===== src/rtl/aes_shiftrows_pipe_if.sv =====
// Stream bundle for the ShiftRows engine: upstream block request plus downstream result and block count.
// master = traffic source/sink around the engine, slave = the engine itself.
interface aes_shiftrows_pipe_if #(
  parameter int NSHARES = 2,
  parameter int CNT_W   = 16
);
  logic                     in_valid;
  logic                     in_ready;
  logic [1:0]               in_mode;
  logic [128*NSHARES-1:0]   in_state;
  logic                     out_valid;
  logic                     out_ready;
  logic [128*NSHARES-1:0]   out_state;
  logic                     out_err;
  logic [CNT_W-1:0]         blk_cnt;

  modport master (
    output in_valid, in_mode, in_state, out_ready,
    input  in_ready, out_valid, out_state, out_err, blk_cnt
  );

  modport slave (
    input  in_valid, in_mode, in_state, out_ready,
    output in_ready, out_valid, out_state, out_err, blk_cnt
  );
endinterface


===== src/rtl/aes_shiftrows_pipe.sv =====
// Masked ShiftRows/InvShiftRows/bypass over NSHARES shares; LAT-cycle latency, 1 block/cycle.
// Elastic valid/ready pipeline: each stage refills when empty or draining; flush empties everything.
module aes_shiftrows_pipe #(
  parameter int NSHARES = 2,
  parameter int LAT     = 2,
  parameter int CNT_W   = 16
) (
  input  logic              clk,
  input  logic              rst_n,
  input  logic              flush,
  aes_shiftrows_pipe_if.slave io
);
  localparam int W = 128 * NSHARES;

  logic [W-1:0]     perm_d;
  logic             err_d;
  logic [LAT-1:0]   vld_q;
  logic [LAT-1:0]   err_q;
  logic [W-1:0]     dat_q [LAT];
  logic [LAT-1:0]   load;
  logic [CNT_W-1:0] cnt_q;
  logic             out_fire;

  // Byte k of a share sits at row k%4, column k/4; each share is permuted on its own.
  always_comb begin
    perm_d = '0;
    for (int s = 0; s < NSHARES; s++) begin
      for (int r = 0; r < 4; r++) begin
        for (int c = 0; c < 4; c++) begin
          case (io.in_mode)
            2'b00:   perm_d[128*s + 8*(r + 4*c) +: 8] = io.in_state[128*s + 8*(r + 4*((c + r) % 4)) +: 8];
            2'b01:   perm_d[128*s + 8*(r + 4*c) +: 8] = io.in_state[128*s + 8*(r + 4*((c - r + 4) % 4)) +: 8];
            default: perm_d[128*s + 8*(r + 4*c) +: 8] = io.in_state[128*s + 8*(r + 4*c) +: 8];
          endcase
        end
      end
    end
  end

  assign err_d = (io.in_mode == 2'b11);

  // Ready ripples backwards from the output: a stage can load if it is empty or its block leaves now.
  always_comb begin
    logic dn_rdy;
    dn_rdy = io.out_ready;
    load   = '0;
    for (int i = LAT - 1; i >= 0; i--) begin
      load[i] = !vld_q[i] || dn_rdy;
      dn_rdy  = load[i];
    end
  end

  assign io.in_ready = load[0] && !flush;
  assign out_fire    = vld_q[LAT-1] && io.out_ready;

  always_ff @(posedge clk or negedge rst_n) begin
    if (!rst_n) begin
      vld_q <= '0;
      err_q <= '0;
      cnt_q <= '0;
      for (int i = 0; i < LAT; i++) dat_q[i] <= '0;
    end else if (flush) begin
      vld_q <= '0;
      err_q <= '0;
      cnt_q <= '0;
      for (int i = 0; i < LAT; i++) dat_q[i] <= '0;
    end else begin
      if (out_fire) cnt_q <= cnt_q + 1'b1;
      // Data registers only move on a real transfer so idle bus values never land in the shares.
      if (load[0]) begin
        vld_q[0] <= io.in_valid;
        if (io.in_valid) begin
          err_q[0] <= err_d;
          dat_q[0] <= perm_d;
        end
      end
      for (int i = 1; i < LAT; i++) begin
        if (load[i]) begin
          vld_q[i] <= vld_q[i-1];
          if (vld_q[i-1]) begin
            err_q[i] <= err_q[i-1];
            dat_q[i] <= dat_q[i-1];
          end
        end
      end
    end
  end

  assign io.out_valid = vld_q[LAT-1];
  assign io.out_state = dat_q[LAT-1];
  assign io.out_err   = err_q[LAT-1];
  assign io.blk_cnt   = cnt_q;
endmodule


===== src/flat_wrapper.sv =====
// flat-port wrapper written by rule: the top's interface ports become plain ports
module aes_shiftrows_pipe_flat 
#(
  parameter int NSHARES = 2,
  parameter int LAT     = 2,
  parameter int CNT_W   = 16
)
  (clk, rst_n, flush, io_in_valid, io_in_mode, io_in_state, io_out_ready, io_in_ready, io_out_valid, io_out_state, io_out_err, io_blk_cnt);
  aes_shiftrows_pipe_if #(.NSHARES(NSHARES), .CNT_W(CNT_W)) io_i ();
  input  logic clk;
  input  logic rst_n;
  input  logic flush;
  input wire logic [$bits(io_i.in_valid)-1:0] io_in_valid;
  input wire logic [$bits(io_i.in_mode)-1:0] io_in_mode;
  input wire logic [$bits(io_i.in_state)-1:0] io_in_state;
  input wire logic [$bits(io_i.out_ready)-1:0] io_out_ready;
  output wire logic [$bits(io_i.in_ready)-1:0] io_in_ready;
  output wire logic [$bits(io_i.out_valid)-1:0] io_out_valid;
  output wire logic [$bits(io_i.out_state)-1:0] io_out_state;
  output wire logic [$bits(io_i.out_err)-1:0] io_out_err;
  output wire logic [$bits(io_i.blk_cnt)-1:0] io_blk_cnt;
  assign io_i.in_valid = io_in_valid;
  assign io_i.in_mode = io_in_mode;
  assign io_i.in_state = io_in_state;
  assign io_i.out_ready = io_out_ready;
  assign io_in_ready = io_i.in_ready;
  assign io_out_valid = io_i.out_valid;
  assign io_out_state = io_i.out_state;
  assign io_out_err = io_i.out_err;
  assign io_blk_cnt = io_i.blk_cnt;
  aes_shiftrows_pipe #(.NSHARES(NSHARES), .LAT(LAT), .CNT_W(CNT_W)) u_core (.clk(clk), .rst_n(rst_n), .flush(flush), .io(io_i));
endmodule

===== config.mk =====
export PLATFORM = sky130hd
export DESIGN_NAME = aes_shiftrows_pipe_flat
export DESIGN_NICKNAME = d
export VERILOG_FILES = /design/src/rtl/aes_shiftrows_pipe_if.sv /design/src/rtl/aes_shiftrows_pipe.sv /design/src/flat_wrapper.sv
export SDC_FILE = /design/constraint.sdc
export NUM_CORES = 1
export LEC_CHECK = 0
export CAP_MARGIN = 20
export CORE_MARGIN = 5
export CORE_UTILIZATION = 45
export CTS_BUF_LIST = sky130_fd_sc_hd__clkbuf_4 sky130_fd_sc_hd__clkbuf_8 sky130_fd_sc_hd__clkbuf_16
export DETAILED_ROUTE_END_ITERATION = 16
export PLACE_DENSITY = 0.84
export SYNTH_ARGS = -nofsm -noshare
export SYNTH_HDL_FRONTEND = slang
export SYNTH_SLANG_ARGS = --single-unit

===== constraint.sdc =====
create_clock -name clk -period 2.6 [get_ports clk]
set_clock_uncertainty 0.15 [all_clocks]
set_input_delay 0.26 -clock clk [delete_from_list [all_inputs] [get_ports clk]]
set_output_delay 0.26 -clock clk [all_outputs]
set_load 0.03 [all_outputs]

==> results.md <==
* Most frequent cell after synthesis: dfrtp_1
* Global route overflow at 0
* Postcts setup bufs at 0
* Die W at 241.5 µm
* M1 GR Usage at 0.2991
* Placed instance count at 2878
* Global route hottest layer: met2
* Drt pass-1 iters at 5
* Crit path max fanout at 10
* Final Max Slew Viols at 0
* Final Hold Fails at 0
* Mux cell area share after synthesis at 0.07968
* Met2 usage at 0.3782
* GR Util All Layers at 0.2342
* RSZ-0062 raised after global routing: false
* Slowest stage delay, CP at 0.75 ns
* Worst VDD drop at 0.5001 mV
* Largest family of logic cells by synthesized area: compound AO/OA/AOI/OAI gates
* Via Count at 17340
* Clk Latency, worst-skew pair at 0.59 ns
* DIE AREA at 58330 µm²
* Mapped cell area at 24120 µm²
* Period utilization at 0.8774
* Starting density of the core at 0.4562
* Switching Fraction at 0.2503
* Layout cell share with drive strength beyond 1 at 0.08297
* Reg2reg start: u_core.vld_q[1]
* Area leader, netlist: dfrtp_1
* Top cell type's share of synthesized area at 0.5520
* Initial antenna violation count at 2
* Part of the power in combinational logic at 0.125
* Top cells by count, synth: dfrtp_1 (532), a22o_1 (449), buf_4 (270), mux2i_1 (192), nand2_1 (139)
* Syn nets at 2261
* H-tree levels at 2
* Max-cap viol count at 0
* Ys Warns at 0
* CTS tree: yes
* DRT iter0 DRCs at 1323
* Synth Area in Compound Gates at 0.2168
* Crit Reg-Reg Endpoint: u_core.dat_q[401]
* Total CTS buffers at 54
* Worst Tran Pin Value at 0.7473 ns
* Top Ports at 538
* Fin cells at 2979
* FMAX at 0.4384 GHz
* Post-Synth Simple-Gate Area at 0.03211
* R2R depth at 6
* Leak pwr at 14.03 nW
* Outcome: finished, final reports clean
* Gate Count Post-Synth at 1997
* Layout area overhead at 26.51%
* Post-synthesis cell type count at 34
* First-pass GRT wire length at 110.3 mm
* WL final at 70.47 mm
* Yosys reg bits at 532
* Int Power at 0.01455 W
* Slew HR at 0.5018
* Worst Setup Path Type: reg -> out
* WP buf/inv at 1
* HP Class: in -> async
* Clock Tree Root: clkbuf_16
* Core area at 52870 µm²
* Vias in the first global route at 18290
* Port Buffers at 537
* Req. time, crit path at 2.19 ns
* Data arrival time of the critical path at 1.87 ns
* Area occupied by multi-input gates at 8044 µm²
* Reg area at 13310 µm²
* Setup tns final at 0 ns
* XOR/XNOR Fraction of Synth Area at 0.003268
* Slowest CP cell: clkdlybuf4s50_1
* WL/cell at 23.65 µm
* Synth area leaders: dfrtp_1 (55%), a22o_1 (16%), buf_4 (8.4%), mux2i_1 (8.0%), o21ai_0 (2.8%)
* Largest net degree at the start of global routing at 89
* DR vias/cell at 5.821
* Met3 Usage GRT at 0.06134
* Levels on crit path at 1
* Startpoint types: flip-flop
* Crit path time final at 2.281 ns
* DP HPWL at 50.27 mm
* Top delay family on crit path: buffers and inverters
* Psw at 0.004856 W
* Syn avg cell area at 12.08 µm²
* Final Setup Violations at 0
* Post-synth ARST share at 1.000
* Post-cts sizing count at 0
* Clock power frac at 0.418
* DRC at 0
* Post-synthesis sequential area ratio at 0.5520
* Clock sinks at 532
* Number of synthesized flops with an enable pin at 0
* Seq pwr share at 0.457
* Clock transition at path regs at 0.06 ns
* Synth Area in Adders at 0.0005188
* Crit-path cells: clkdlybuf4s50_1
* Main synth FF type: dfrtp_1
* NumNets Final at 2511
* R2R Setup Slk at 0.49 ns
* Site Rows at 84
* Util after Layout at 0.5772
* Pwr Density at 635.8 nW/µm²
* Global placer's final weighted congestion at 0.8684
* Die Y at 241.5 µm
* Worst-case clock buffer depth at 3
* Fill count at 4067
* Final ANT Viol Nets at 0
* CP endpoint kind: output port
==> cell usage in the layout (no fill, tap or decap), types with 14 or more instances in the layout <==
master / count
mux2i_1: 192
dfrtp_1: 532
nand2_1: 138
buf_4: 47
a22o_1: 449
clkbuf_16: 54
nor2_1: 14
o2bb2ai_1: 64
buf_12: 34
o21ai_0: 133
clkdlybuf4s50_1: 533
==> metrics by stage <==
stage                     power [W]  hold slack, ns  setup WS, ns  cell area, µm²
final                       0.01940         0.07329        0.3188           30510
after global routing        0.02011         0.08274        0.2123           30510
after CTS                   0.01953         0.05416        0.2584           30510
after detailed placement    0.01141          0.1141        0.2893           28630
after global placement      0.01133          0.1127        0.3231           28630
after floorplan             0.01023         -0.1856        0.3410           24120
==> worst max-delay path by stage <==
stage                              endpoint                startpoint  slack (ns)
after floorplan           u_core.dat_q[296]           u_core.vld_q[1]        0.34
after global placement      u_core.err_q[0]              io_out_ready        0.32
after detailed placement  u_core.dat_q[453]              io_out_ready        0.29
after CTS                 io_out_state[124]  u_core.io.out_state[124]        0.26
after global routing      io_out_state[124]  u_core.io.out_state[124]        0.21
final                          io_out_valid           u_core.vld_q[1]        0.32
==> cell families (layout without fill, tap and decap cells) <==
| logic type | after synthesis | count (layout) |
|---|---|---|
| AOI/OAI and AO/OA | 657 | 657 |
| muxes | 192 | 192 |
| other | 0 | 1 |
| adders and majority gates | 1 | 1 |
| and+or+nand+nor | 182 | 182 |
| buffers and inverters | 424 | 717 |
| DFF | 532 | 532 |
| xor gates and xnor gates | 9 | 9 |
==> state kept, by name, indices dropped and copies added, names as in the netlist <==
name,count
u_core.io.blk_cnt,16
u_core.vld_q,2
u_core.dat_q,256
u_core.io.out_state,256
u_core.err_q,2
==> power by group through the flow <==
stage / clock [W] / sequential (W) / combinational, W
after global placement: 0 / 0.00899 / 0.00233
after detailed placement: 0 / 0.00900 / 0.00241
after floorplan: 0 / 0.00892 / 0.00131
final: 0.00811 / 0.00887 / 0.00242
after CTS: 0.00824 / 0.00886 / 0.00242
after global routing: 0.00862 / 0.00890 / 0.00259
==> repair_timing <==
action / in CTS / in global routing
hold endpoints to repair: 301 / 0
endpoints found under the setup margin: 0 / 0
hold buffers: 1 / 0
==> routing by layer <==
metal / share of wire / vias up / wire length [µm]
li1: - / 7625 / -
met1: 0.40 / 8735 / 28130
met2: 0.47 / 806 / 33180
met3: 0.078 / 170 / 5496
met4: 0.052 / 4 / 3630
met5: 0.00034 / - / 24
==> cell type report <==
| type | instances | share of cell area |
|---|---|---|
| multi-input cells | 1041 | 0.2636 |
| diodes | 1 | 0.00008201 |
| clock buffers | 73 | 0.05121 |
| clock inverters | 26 | 0.01021 |
| repair buffers | 618 | 0.2104 |
| flip-flops and latches | 532 | 0.4363 |
| well taps | 688 | 0.02821 |
Power figures use the tool's default switching activity.
